`src/rtl/uart_rx_oversample_pkg.sv`:
```
// Shared definitions for the oversampling UART receiver: FSM encoding and the
// default bit period in clk cycles.
package uart_rx_oversample_pkg;

  // 10 MHz clock / 115200 baud.
  localparam int CLKS_PER_BIT_DEFAULT = 87;

  typedef enum logic [1:0] {
    IDLE  = 2'd0,
    START = 2'd1,
    DATA  = 2'd2,
    STOP  = 2'd3
  } rx_state_t;

endpackage

```
`src/rtl/uart_rx_sync.sv`:
```
// Two-flop synchronizer for the asynchronous rx line plus a falling-edge
// detector on the synchronized value. All flops reset to the idle-high level.
module uart_rx_sync (
  input  logic clk,
  input  logic rst_n,
  input  logic rx,
  output logic rx_s,
  output logic fall
);

  logic rx_meta;
  logic rx_prev;

  // NOTE: sequential state uses non-blocking assignments so every flop samples
  // the pre-edge value of its source; blocking here would collapse the chain.
  always_ff @(posedge clk or negedge rst_n) begin
    if (!rst_n) begin
      rx_meta <= 1'b1;
      rx_s    <= 1'b1;
      rx_prev <= 1'b1;
    end else begin
      rx_meta <= rx;
      rx_s    <= rx_meta;
      rx_prev <= rx_s;
    end
  end

  // Driven only by flops, so rx has no combinational path to the outputs.
  assign fall = rx_prev & ~rx_s;

endmodule

```
`src/rtl/uart_rx_oversample.sv`:
```
// 8N1 UART receiver with mid-bit sampling, a one-entry valid/ready holding
// register, and single-cycle frame-error and overrun pulses.
module uart_rx_oversample
  import uart_rx_oversample_pkg::*;
#(
  parameter int CLKS_PER_BIT = CLKS_PER_BIT_DEFAULT
) (
  input  logic       clk,
  input  logic       rst_n,
  input  logic       ena,
  input  logic       rx,
  output logic [7:0] m_data,
  output logic       m_valid,
  input  logic       m_ready,
  output logic       frame_err,
  output logic       overrun,
  output logic       busy
);

  localparam int HALF = CLKS_PER_BIT / 2;
  localparam int CW   = $clog2(CLKS_PER_BIT);

  localparam logic [CW-1:0] BIT_LAST  = CW'(CLKS_PER_BIT - 1);
  localparam logic [CW-1:0] HALF_LAST = CW'(HALF - 1);

  logic rx_s;
  logic fall;

  uart_rx_sync u_sync (
    .clk   (clk),
    .rst_n (rst_n),
    .rx    (rx),
    .rx_s  (rx_s),
    .fall  (fall)
  );

  rx_state_t     state_q, state_d;
  logic [CW-1:0] cnt_q, cnt_d;
  logic [2:0]    idx_q, idx_d;
  logic [7:0]    shift_q, shift_d;
  logic          stop_hit;
  logic          load;

  // NOTE: every variable gets a default before the case so no path leaves it
  // unassigned, which would otherwise infer a latch.
  always_comb begin
    state_d  = state_q;
    cnt_d    = cnt_q;
    idx_d    = idx_q;
    shift_d  = shift_q;
    stop_hit = 1'b0;

    if (!ena) begin
      state_d = IDLE;
      cnt_d   = '0;
      idx_d   = '0;
    end else begin
      case (state_q)
        IDLE: begin
          if (fall) begin
            state_d = START;
            cnt_d   = '0;
          end
        end
        START: begin
          if (cnt_q == HALF_LAST) begin
            // A line back high at mid-start was a glitch, not a frame.
            state_d = rx_s ? IDLE : DATA;
            cnt_d   = '0;
            idx_d   = '0;
          end else begin
            cnt_d = cnt_q + 1'b1;
          end
        end
        DATA: begin
          if (cnt_q == BIT_LAST) begin
            cnt_d   = '0;
            shift_d = {rx_s, shift_q[7:1]};
            if (idx_q == 3'd7) begin
              state_d = STOP;
              idx_d   = '0;
            end else begin
              idx_d = idx_q + 1'b1;
            end
          end else begin
            cnt_d = cnt_q + 1'b1;
          end
        end
        STOP: begin
          if (cnt_q == BIT_LAST) begin
            // Leave mid-stop so the next start edge is never missed.
            state_d  = IDLE;
            cnt_d    = '0;
            stop_hit = 1'b1;
          end else begin
            cnt_d = cnt_q + 1'b1;
          end
        end
        default: state_d = IDLE;
      endcase
    end
  end

  always_ff @(posedge clk or negedge rst_n) begin
    if (!rst_n) begin
      state_q <= IDLE;
      cnt_q   <= '0;
      idx_q   <= '0;
      shift_q <= '0;
    end else begin
      state_q <= state_d;
      cnt_q   <= cnt_d;
      idx_q   <= idx_d;
      shift_q <= shift_d;
    end
  end

  // The holding register accepts a new byte when empty or draining this cycle.
  assign load = stop_hit & rx_s & (~m_valid | m_ready);

  always_ff @(posedge clk or negedge rst_n) begin
    if (!rst_n) begin
      m_data    <= 8'h00;
      m_valid   <= 1'b0;
      frame_err <= 1'b0;
      overrun   <= 1'b0;
    end else begin
      m_valid   <= load | (m_valid & ~m_ready);
      frame_err <= stop_hit & ~rx_s;
      overrun   <= stop_hit & rx_s & m_valid & ~m_ready;
      if (load) begin
        m_data <= shift_q;
      end
    end
  end

  assign busy = (state_q != IDLE);

endmodule

```
`config.mk`:
```
export PLATFORM = sky130hd
export DESIGN_NAME = uart_rx_oversample
export DESIGN_NICKNAME = d
export VERILOG_FILES = /design/src/rtl/uart_rx_oversample_pkg.sv /design/src/rtl/uart_rx_sync.sv /design/src/rtl/uart_rx_oversample.sv
export SDC_FILE = /design/constraint.sdc
export NUM_CORES = 1
export LEC_CHECK = 0
export ABC_AREA = 1
export CORE_MARGIN = 10
export CORE_UTILIZATION = 45
export CTS_CLUSTER_DIAMETER = 150
export DETAILED_ROUTE_END_ITERATION = 12
export PLACE_DENSITY = 0.63
export REMOVE_ABC_BUFFERS = 1
export SYNTH_ARGS = -nofsm -noshare
export SYNTH_HDL_FRONTEND = slang
export SYNTH_HIERARCHICAL = 1
export SYNTH_SLANG_ARGS = --single-unit
```
`constraint.sdc`:
```
create_clock -name clk -period 2.4 [get_ports clk]
set_input_delay 0.48 -clock clk [delete_from_list [all_inputs] [get_ports clk]]
set_output_delay 0.48 -clock clk [all_outputs]
set_load 0.005 [all_outputs]
```
After elaboration in Yosys (flattened, before gate mapping)
Index checks and enable logic that the tools add are counted.
{ "classes": {"add_sub_neg": 2, "n_eq_ne": 12, "muxes": 21, "bitwise_logic": 12, "n_reduce_logical": 6} }
{ "ops": {"columns": ["op", "count"], "rows": [
  ["$mux 7", 4],
  ["$pmux 7 s3", 1],
  ["$ne 3x3->1 const B", 5],
  ["$mux 2", 7],
  ["$mux 3", 4],
  ["$pmux 2 s4", 1],
  ["$add 7x1->7 const B", 1],
  ["$and 1x1->1", 7],
  ["$eq 7x6->1 const B", 1],
  ["$eq 7x7->1 const B", 1],
  ["$pmux 3 s2", 1],
  ["$reduce_and 3->1", 2],
  ["$reduce_and 5->1", 1],
  ["$eq 2x2->1 const B", 2],
  ["$add 3x1->3 const B", 1],
  ["$eq 3x3->1 const B", 1],
  ["$mux 1", 3],
  ["$ne 3x1->1 const B", 1],
  ["$not 1->1", 3],
  ["$eq 2x1->1 const B", 1],
  ["$logic_not 2->1", 1],
  ["$or 1x1->1", 2],
  ["$reduce_bool 2->1", 1],
  ["$reduce_or 2->1", 1]
]} }
{ "word_totals": {"regBits": 34, "in_bits": 5, "elab_cells": 64} }

Logic depth before layout (Yosys ltp)
Gate-level depths: netlist (run 1).
{ "depth": {"depth_word": 7, "ltp_mapped": 9} }

Modules after synthesis
Netlist (run 1), hierarchy kept.
{ "modules_own_cells": {"columns": ["mod", "n_inst", "cells_per_inst", "area_per_inst_um2"], "rows": [
  ["uart_rx_oversample", 1, 185, 1557.7],
  ["uart_rx_sync", 1, 5, 88.8]
]} }

Worst setup path before layout (run 1)
OpenSTA, ideal clock, no wires.
{ "synth_timing": {"path_type": "register to register", "start": "register cnt_q[0]", "end": "register m_data[5]", "setup_ns": 0.117, "t_arrival_ns": 1.383, "t_required_ns": 2.283, "slack_ns": 0.900, "path_stages_with_launch": 10, "n_path_buf": 1, "cell_sequence": "dfrtp_1 inv_1 ha_1 nand2_1 nand3b_1 inv_2 nand4_4 buf_6 nand2_2 o21ai_2"} }
{ "synth_via": {"elab_chain_len": 6} }
{ "synth_rtl": {"columns": ["element", "line_no", "rtl"], "rows": [
  ["from (decl)", "uart_rx_oversample.sv:38", "logic [CW-1:0] cnt_q, cnt_d;"],
  ["from (signal assigned)", "uart_rx_oversample.sv:112", "cnt_q <= cnt_d;"],
  ["$eq 7x7->1", "uart_rx_oversample.sv:90", "if (cnt_q == BIT_LAST) begin"],
  ["$mux 1", "uart_rx_oversample.sv:90", null],
  ["$mux 1", "uart_rx_oversample.sv:58", "case (state_q)"],
  ["$mux 1", "uart_rx_oversample.sv:53", "if (!ena) begin"],
  ["$and 1x1->1 (2 in a row)", "uart_rx_oversample.sv:119", "assign load = stop_hit & rx_s & (~m_valid | m_ready);"],
  ["to (signal assigned)", "uart_rx_oversample.sv:132", "m_data <= shift_q;"],
  ["to (decl)", "uart_rx_oversample.sv:12", "output logic [7:0] m_data,"]
]} }
No other way between the ends.
A chain may end at the register's enable or synchronous reset.

Worst setup path in the final report (run 1)
{ "layout_timing": {"start": "register state_q[1]", "end": "output port busy"} }
{ "layout_via": {"elab_chain_len": 1} }
{ "layout_rtl": {"columns": ["element", "line_no", "rtl"], "rows": [
  ["from (decl)", "uart_rx_oversample.sv:37", "rx_state_t state_q, state_d;"],
  ["from (signal assigned)", "uart_rx_oversample.sv:111", "state_q <= state_d;"],
  ["$reduce_bool 2->1", "uart_rx_oversample.sv:137", "assign busy = (state_q != IDLE);"],
  ["to (decl)", "uart_rx_oversample.sv:17", "output logic busy"]
]} }
No other way between the ends.

==> results.sh, run 1 <==
export IMPL_htree_num_levels=2
export IMPL_n_antenna_cell=0
export IMPL_cap_violations=0
export IMPL_dp_cells=251
export IMPL_io_pins=17
export IMPL_wl_per_cell_um=12.0
export IMPL_chipWidth_um=80.5
export IMPL_fmax_mhz=519
export IMPL_viasPerCell=4.90
export IMPL_port_buffers=16
export IMPL_place_congestion=0.944
export IMPL_fin_crit_ns=1.93
export IMPL_dr_pass1_iters=4
export IMPL_clock_skew_ns=0.00456
export IMPL_cpPeakStageDelay_ns=0.49
export IMPL_tightest_slew_ns=0.419
export IMPL_synth_top_area_frac=0.471
export IMPL_grt_max_degree=35
export IMPL_ys_types=21
export IMPL_dr_first_iter_drc_count=78
export IMPL_arrival_ns=1.45
export IMPL_rsz0062_at_grt="false"
export IMPL_dpl_cell_area_mm2=0.00185
export IMPL_synth_avg_cell_area_um2=8.67
export IMPL_fin_cells=259
export IMPL_netlist_area_mm2=0.00165
export IMPL_grt_usage=0.104
export IMPL_antenna_left=0
export IMPL_synth_area_top_cells="dfrtp_1, nand2_1, inv_1"
export IMPL_path_class="flip-flop to output pin"
export IMPL_async_reset_ff_frac=1.00
export IMPL_cts_tree="built"
export IMPL_relSlewSlack=0.721
export IMPL_path_buf_inv=2
export IMPL_syn2layout_area_growth_pct=17.9
export IMPL_cts_resized=0
export IMPL_worstSetupEndpointType="output pin"
export IMPL_nets=221
export IMPL_antenna_found_initial=0
export IMPL_crit_chain="inv_2 > nand2_1 > clkdlybuf4s50_1"
export IMPL_numCtsBuffers=5
export IMPL_p_per_area_mw_per_mm2=734
export IMPL_fillers=319
export IMPL_initial_core_util=0.478
export IMPL_post_route_period_util=0.802
export IMPL_status="completed"
export IMPL_regArea_um2=855
export IMPL_critPathMaxFanout=5
export IMPL_wl_um=3100
export IMPL_cts_setup_buffers=0
export IMPL_clock_sinks=34
export IMPL_fin_area_mm2=0.00194
export IMPL_synth_seq_cells=34
export IMPL_core_mm2=0.00344
export IMPL_synth_edf_count=0
export IMPL_worst_path_max_delay_cell="clkdlybuf4s50_1"
export IMPL_rows=21
export IMPL_vdd_ir_drop_worst_v=0.000504
export IMPL_synth_cells=190
export IMPL_ys_seq_area_frac=0.519
export IMPL_p_leak_nw=0.948
export IMPL_die_h_um=80.5
export IMPL_synth_common_cells="nand2_1, dfrtp_1, inv_1"
export IMPL_yosysMostFrequentCell="nand2_1"
export IMPL_yosys_area_top_type="dfrtp_1"
export IMPL_grt_overflow_total=0
export IMPL_clkTransAtPathRegs_ns=0.07
export IMPL_crit_family="buffers and inverters"
export IMPL_postCtsHoldBufs=0
export IMPL_slew_violations=0
export IMPL_cts_root_buffer="clkbuf_8"
export IMPL_hold_violations=0
export IMPL_die_area_mm2=0.00648
export IMPL_multi_input_area_um2=657
export IMPL_vias=1268
export IMPL_cp_required_ns=1.92
export IMPL_layout_drive_gt1_share=0.136
export IMPL_cp_start_kind="flip-flop"
export IMPL_finalSetupTns_ns=0
export IMPL_dp_hpwl_um=2280
export IMPL_drc=0
export IMPL_yosysWarnings=6
export IMPL_worstHoldPathType="flip-flop to flip-flop"
export IMPL_grt_pass1_wl_um=5310
export IMPL_cts_max_path_buffers=2
export IMPL_clk_latency_ns=0.29
export IMPL_setup_viol=0
export IMPL_grt_pass1_vias=1244
export IMPL_ys_flop_type="dfrtp_1"
kinds of logic (layout without fill, tap and decap cells):
| group | after synthesis | in the layout | synth area share |
|---|---|---|---|
| AND/OR/NAND/NOR | 98 | 98 | 0.282 |
| flip-flops | 34 | 34 | 0.519 |
| buffers and inverters | 32 | 55 | 0.0821 |
| AO/OA/AOI/OAI | 22 | 22 | 0.0866 |
| adder cells (fa/ha/maj) | 4 | 4 | 0.0304 |
final timing paths:
| check | endpoint | slack (ns) | cells past startpoint | startpoint |
|---|---|---|---|---|
| max in group asynchronous | u_sync/rx_meta$_DFF_PN1_ | 1.47 | 2 | rst_n |
| hold / removal | u_sync/rx_s$_DFF_PN1_ | 0.36 | 0 | u_sync/rx_meta$_DFF_PN1_ |
| min in group asynchronous | shift_q[2]$_DFFE_PN0P_ | 0.60 | 2 | rst_n |
| setup / recovery | busy | 0.47 | 3 | state_q[1]$_DFFE_PN0P_ |
| setup reg to reg | m_data[2]$_DFFE_PN0P_ | 0.62 | 8 | cnt_q[0]$_DFFE_PN0P_ |
| hold reg to reg | u_sync/rx_s$_DFF_PN1_ | 0.36 | 0 | u_sync/rx_meta$_DFF_PN1_ |
placed cells by master, fill, tap and decap left out:
cell / instances
o21bai_1: 1
nand3b_1: 2
clkdlybuf4s50_1: 16
ha_1: 4
clkinv_2: 1
buf_4: 1
dfrtp_1: 31
nand3_4: 1
nor2_1: 21
nor2_2: 2
nand2_2: 3
inv_1: 28
a21oi_1: 2
nand2_1: 48
dfstp_2: 3
nand4_4: 1
clkbuf_1: 1
inv_2: 2
o21ai_2: 8
nor3_4: 1
nand4_1: 7
o21ai_1: 1
clkbuf_8: 6
nand3_1: 12
o21ai_0: 10
power breakdown:
| part | internal, W | switching (W) |
|---|---|---|
| combinational | 0.000112 | 0.000211 |
| clock | 0.000231 | 0.000207 |
| sequential | 0.000615 | 0.0000487 |
| total | 0.000958 | 0.000466 |
per-layer routing:
metal | part of all wire | track usage
met4 | 0.018 | 0.0581
met1 | 0.42 | 0.112
met5 | 0 | 0
met3 | 0.053 | 0.0356
met2 | 0.51 | 0.174
area by class of cell:
cell class	instances	share of cell area
Multi-Input combinational cell	124	0.338
Timing Repair Buffer	17	0.0864
Clock inverter	1	0.00258
Tap cell	46	0.0297
Sequential cell	34	0.440
Clock buffer	7	0.0445
Inverter	30	0.0580
flip-flops by register name, indices dropped and copies added, names as in the netlist:
signal          count
u_sync/rx_prev      1
cnt_q               7
state_q             2
overrun             1
frame_err           1
u_sync/rx_s         1
m_data              8
m_valid             1
idx_q               3
shift_q             8
u_sync/rx_meta      1
stage by stage:
| stage | worst slack (ns) | hold slack [ns] | utilization | power [W] |
|---|---|---|---|---|
| final | 0.474 | 0.363 | 0.564 | 0.00142 |
| after global routing | 0.397 | 0.381 | 0.564 | 0.00151 |
| after global placement | 0.381 | 0.348 | 0.537 | 0.000979 |
| after detailed placement | 0.314 | 0.361 | 0.537 | 0.000997 |
| after CTS | 0.447 | 0.373 | 0.564 | 0.00144 |
| after floorplan | 0.864 | 0.184 | - | 0.000890 |
(Power assumes the default switching activity.)
==> inputs of run 2 (changes only) <==
Clock period 2.4 ns to 2 ns, I/O delays scaled along.
==> results.sh, run 2 (synthesized netlist as in run 1, its figures left out) <==
export IMPL_status="completed"
export IMPL_critPathMaxFanout=5
export IMPL_n_antenna_cell=0
export IMPL_hold_path_endpoint="u_sync/rx_s$_DFF_PN1_"
export IMPL_path_class="flip-flop to output pin"
export IMPL_setup_viol=0
export IMPL_r2r_start="cnt_q[0]$_DFFE_PN0P_"
export IMPL_rsz0062_at_grt="false"
export IMPL_nets=224
export IMPL_syn2layout_area_growth_pct=19.1
export IMPL_dr_first_iter_drc_count=106
export IMPL_worstHoldStart="u_sync/rx_meta$_DFF_PN1_"
export IMPL_chipWidth_um=80.5
export IMPL_grt_max_degree=35
export IMPL_grt_overflow_total=0
export IMPL_cap_violations=0
export IMPL_cts_resized=0
export IMPL_final_cell_mix="nand2_1, dfrtp_1, inv_1"
export IMPL_dp_slack_ns=0.142
export IMPL_initial_core_util=0.478
export IMPL_clk_latency_ns=0.28
export IMPL_viasPerCell=4.83
export IMPL_reg_largest_list="m_data (8), shift_q (8), cnt_q (7)"
export IMPL_layout_drive_gt1_share=0.144
export IMPL_ff2ff_path_depth=8
export IMPL_antenna_found_initial=0
export IMPL_cpPeakStageDelay_ns=0.50
export IMPL_core_mm2=0.00344
export IMPL_worstSetupEndpointType="output pin"
export IMPL_drc=0
export IMPL_arrival_ns=1.42
export IMPL_die_area_mm2=0.00648
export IMPL_cts_setup_buffers=0
export IMPL_cts_root_buffer="clkbuf_8"
export IMPL_gr_usage_met2=0.156
export IMPL_port_buffers=16
export IMPL_fillers=308
export IMPL_antenna_left=0
export IMPL_place_congestion=0.905
export IMPL_fin_crit_ns=1.82
export IMPL_crit_chain="inv_2 > nand2_1 > clkdlybuf4s50_1"
export IMPL_reg2reg_slack_ns=0.26
export IMPL_p_leak_nw=0.960
export IMPL_final_util=0.570
export IMPL_die_h_um=80.5
export IMPL_crit_reg2reg_capture="m_data[0]$_DFFE_PN0P_"
export IMPL_final_common_cell="nand2_1"
export IMPL_finalSetupTns_ns=0
export IMPL_fin_ws_ns=0.181
export IMPL_dp_hpwl_um=2170
export IMPL_grt_usage=0.102
export IMPL_numCtsBuffers=5
export IMPL_htree_num_levels=2
export IMPL_rows=21
export IMPL_cp_start_kind="flip-flop"
export IMPL_io_pins=17
export IMPL_slew_violations=0
export IMPL_grt_util_met1=0.125
export IMPL_grt_pass1_wl_um=5310
export IMPL_hold_path_cell_count=0
export IMPL_grt_busiest_layer="met2"
export IMPL_postCtsHoldBufs=0
export IMPL_cts_tree="built"
export IMPL_clock_sinks=34
export IMPL_wl_per_cell_um=11.4
export IMPL_vdd_ir_drop_worst_v=0.000421
export IMPL_p_per_area_mw_per_mm2=870
export IMPL_worstHoldPathType="flip-flop to flip-flop"
export IMPL_fin_area_mm2=0.00196
export IMPL_p_total_w=0.00171
export IMPL_relSlewSlack=0.716
export IMPL_hold_violations=0
export IMPL_vias=1266
export IMPL_clkTransAtPathRegs_ns=0.06
export IMPL_critPathLaunch="state_q[1]$_DFFE_PN0P_"
export IMPL_cts_max_path_buffers=2
export IMPL_met3_usage=0.0367
export IMPL_post_route_period_util=0.909
export IMPL_dr_pass1_iters=4
export IMPL_cp_required_ns=1.60
export IMPL_wl_um=2980
export IMPL_fmax_mhz=550
export IMPL_tightest_slew_ns=0.426
export IMPL_clock_skew_ns=0.00505
export IMPL_worst_path_max_delay_cell="clkdlybuf4s50_1"
export IMPL_dpl_cell_area_mm2=0.00187
export IMPL_grt_pass1_vias=1192
-- run 2: cell count changes in the layout (fill, tap and decap cells not counted), sizes merged --
cell	before	now
buf	1	4
clkbuf	7	8
clkinv	1	0
-- run 2: area by class of cell --
class | count | area (µm²) | area share
timing repair buffer | 20 | 190 | 0.0969
tap | 46 | 57.6 | 0.0293
clock buffer | 8 | 90.1 | 0.0459
multi-input combinational | 124 | 657 | 0.335
inverter | 30 | 113 | 0.0574
sequential | 34 | 855 | 0.436
-- run 2: power breakdown --
group	switching [W]	internal [W]	leakage (nW)
clock network	0.000237	0.000281	0.0455
registers	0.0000575	0.000738	0.461
logic	0.000250	0.000143	0.454
total	0.000545	0.00116	0.960
-- run 2: how the worst max path moves through the flow --
| stage | cells past startpoint | end | slack, ns |
|---|---|---|---|
| 3_3_place_gp | 6 | m_data[7]$_DFFE_PN0P_ | 0.16 |
| 4_1_cts | 3 | busy | 0.16 |
| 5_1_grt | 8 | m_data[3]$_DFFE_PN0P_ | 0.02 |
| 6_report | 3 | busy | 0.18 |
| 3_5_place_dp | 7 | cnt_q[5]$_DFFE_PN0P_ | 0.14 |
| 2_1_floorplan | 8 | m_data[0]$_DFFE_PN0P_ | 0.46 |
-- run 2: worst max-delay path: cells and delay by family, from the launching register on --
| family | cells | cell delay (ns) |
|---|---|---|
| buffers and inverters | 2 | 0.60 |
| flip-flops | 1 | 0.47 |
| AND/OR/NAND/NOR | 1 | 0.07 |
-- run 2: through the flow --
| stage | hold WS (ns) | cells |
|---|---|---|
| final | 0.358 | 262 |
| after floorplan | 0.104 | 188 |
| after detailed placement | 0.350 | 254 |
| after global placement | 0.347 | 254 |
| after CTS | 0.360 | 262 |
| after global routing | 0.364 | 262 |
-- run 2: layer usage --
| layer | vias to the layer above | share of wire |
|---|---|---|
| li1 | 653 | - |
| met1 | 587 | 0.45 |
| met2 | 20 | 0.48 |
| met3 | 6 | 0.055 |
| met4 | 0 | 0.018 |
| met5 | - | 0 |
==> inputs of run 3 (changes only) <==
==> constraint.sdc (replaced) <==
create_clock -name clk -period 2 [get_ports clk]
set_input_delay 0.6 -clock clk [delete_from_list [all_inputs] [get_ports clk]]
set_output_delay 0.6 -clock clk [all_outputs]
set_load 0.005 [all_outputs]
==> results.sh, run 3 (synthesized netlist as in run 1, its figures left out) <==
export IMPL_worstHoldPathType="flip-flop to flip-flop"
export IMPL_ff2ff_path_depth=8
export IMPL_clkTransAtPathRegs_ns=0.06
export IMPL_final_common_cell="nand2_1"
export IMPL_rows=21
export IMPL_core_mm2=0.00344
export IMPL_critPathCapture="busy"
export IMPL_fin_ws_ns=0.0957
export IMPL_initial_core_util=0.478
export IMPL_grt_pass1_wl_um=5390
export IMPL_numCtsBuffers=5
export IMPL_final_cell_mix="nand2_1, dfrtp_1, inv_1"
export IMPL_die_area_mm2=0.00648
export IMPL_reg_largest_list="m_data (8), shift_q (8), cnt_q (7)"
export IMPL_dr_wl_met3_um=241
export IMPL_layout_drive_gt1_share=0.168
export IMPL_setup_viol=0
export IMPL_cp_required_ns=1.40
export IMPL_cts_tree="built"
export IMPL_post_route_period_util=0.952
export IMPL_place_congestion=0.928
export IMPL_cts_resized=0
export IMPL_fillers=312
export IMPL_grt_max_degree=35
export IMPL_slew_violations=0
export IMPL_port_buffers=16
export IMPL_dp_hpwl_um=2370
export IMPL_p_leak_nw=0.999
export IMPL_clk_latency_ns=0.28
export IMPL_worst_path_max_delay_cell="clkdlybuf4s50_1"
export IMPL_clock_skew_ns=0.00643
export IMPL_fmax_mhz=525
export IMPL_status="completed"
export IMPL_dp_slack_ns=-0.0306
export IMPL_wl_um=3210
export IMPL_dr_first_iter_drc_count=107
export IMPL_antenna_left=0
export IMPL_chipWidth_um=80.5
export IMPL_nets=228
export IMPL_hold_violations=0
export IMPL_crit_reg2reg_capture="idx_q[0]$_DFFE_PN0P_"
export IMPL_worstSetupEndpointType="output pin"
export IMPL_critPathMaxFanout=2
export IMPL_antenna_found_initial=0
export IMPL_path_class="flip-flop to output pin"
export IMPL_dr_pass1_iters=4
export IMPL_cts_setup_buffers=0
export IMPL_reg2reg_slack_ns=0.28
export IMPL_die_h_um=80.5
export IMPL_io_pins=17
export IMPL_viasPerCell=4.94
export IMPL_clock_sinks=34
export IMPL_grt_overflow_total=0
export IMPL_syn2layout_area_growth_pct=22.9
export IMPL_wl_per_cell_um=12.1
export IMPL_arrival_ns=1.30
export IMPL_cp_start_kind="flip-flop"
export IMPL_tightest_slew_ns=0.421
export IMPL_n_antenna_cell=0
export IMPL_grt_pass1_vias=1246
export IMPL_fin_crit_ns=1.90
export IMPL_cap_violations=0
export IMPL_cts_root_buffer="clkbuf_8"
export IMPL_drt_met1_wl_um=1290
export IMPL_routed_top_layer="met4"
export IMPL_rsz0062_at_grt="false"
export IMPL_hold_path_cell_count=0
export IMPL_cpPeakStageDelay_ns=0.45
export IMPL_fin_cells=266
export IMPL_grt_usage=0.105
export IMPL_htree_num_levels=2
export IMPL_critPathLaunch="state_q[0]$_DFFE_PN0P_"
export IMPL_r2r_start="cnt_q[0]$_DFFE_PN0P_"
export IMPL_vias=1313
export IMPL_postCtsHoldBufs=0
export IMPL_dr_wl_met2_um=1610
export IMPL_vdd_ir_drop_worst_v=0.000595
export IMPL_drc=0
export IMPL_p_per_area_mw_per_mm2=913
export IMPL_relSlewSlack=0.720
export IMPL_cts_max_path_buffers=2
export IMPL_crit_chain="inv_1 > nand2_1 > clkdlybuf4s50_1"
export IMPL_dp_cells=257
==> run 3: cell count changes in the layout (fill, tap and decap cells not counted) <==
| cell | delta |
|---|---|
| buf_12 | +1 |
| clkbuf_1 | -2 |
| clkinv_2 | +2 |
| clkbuf_8 | -1 |
| buf_4 | +3 |
| bufinv_16 | +1 |
==> run 3: through the flow <==
step | total power, W | TNS, ns | hold slack, ns | instance area [µm²] | util
after floorplan | 0.00107 | 0 | 0.304 | 1620 | -
after global placement | 0.00121 | 0 | 0.347 | 1910 | 0.554
after detailed placement | 0.00123 | -0.0512 | 0.351 | 1910 | 0.554
after CTS | 0.00185 | 0 | 0.361 | 2020 | 0.586
after global routing | 0.00197 | 0 | 0.366 | 2020 | 0.588
final | 0.00185 | 0 | 0.357 | 2020 | 0.588
==> run 3: where the power goes <==
| group | total (W) | switching [W] | internal [W] |
|---|---|---|---|
| logic | 0.000461 | 0.000288 | 0.000173 |
| clock network | 0.000610 | 0.000243 | 0.000366 |
| registers | 0.000777 | 0.0000388 | 0.000738 |
==> run 3: worst min-delay path by stage <==
stage | end | startpoint | slack (ns)
after floorplan | cnt_q[0]$_DFFE_PN0P_ | rst_n | 0.30
after CTS | u_sync/rx_s$_DFF_PN1_ | u_sync/rx_meta$_DFF_PN1_ | 0.36
final | u_sync/rx_s$_DFF_PN1_ | u_sync/rx_meta$_DFF_PN1_ | 0.36
after global routing | u_sync/rx_s$_DFF_PN1_ | u_sync/rx_meta$_DFF_PN1_ | 0.37
after global placement | u_sync/rx_s$_DFF_PN1_ | u_sync/rx_meta$_DFF_PN1_ | 0.35
after detailed placement | u_sync/rx_s$_DFF_PN1_ | u_sync/rx_meta$_DFF_PN1_ | 0.35
==> run 3: critical path: cells and delay by family, from the launching register on <==
| kind | cells | cell delay, ns |
|---|---|---|
| buffers and inverters | 2 | 0.57 |
| DFF | 1 | 0.38 |
| and+or+nand+nor | 1 | 0.08 |
==> run 3: metal layers <==
metal,GRT usage,vias to the layer above
met5,0,-
met1,0.111,605
li1,-,658
met4,0.0511,0
met2,0.178,44
met3,0.0390,6
==> run 3: final cells by class <==
| cell class | count | area [µm²] | area share |
|---|---|---|---|
| inverter | 30 | 113 | 0.0557 |
| tap | 46 | 57.6 | 0.0284 |
| sequential | 34 | 855 | 0.422 |
| multi-input combinational | 124 | 657 | 0.325 |
| clock inverter | 3 | 40.0 | 0.0198 |
| clock buffer | 5 | 68.8 | 0.0340 |
| timing repair buffer | 24 | 233 | 0.115 |
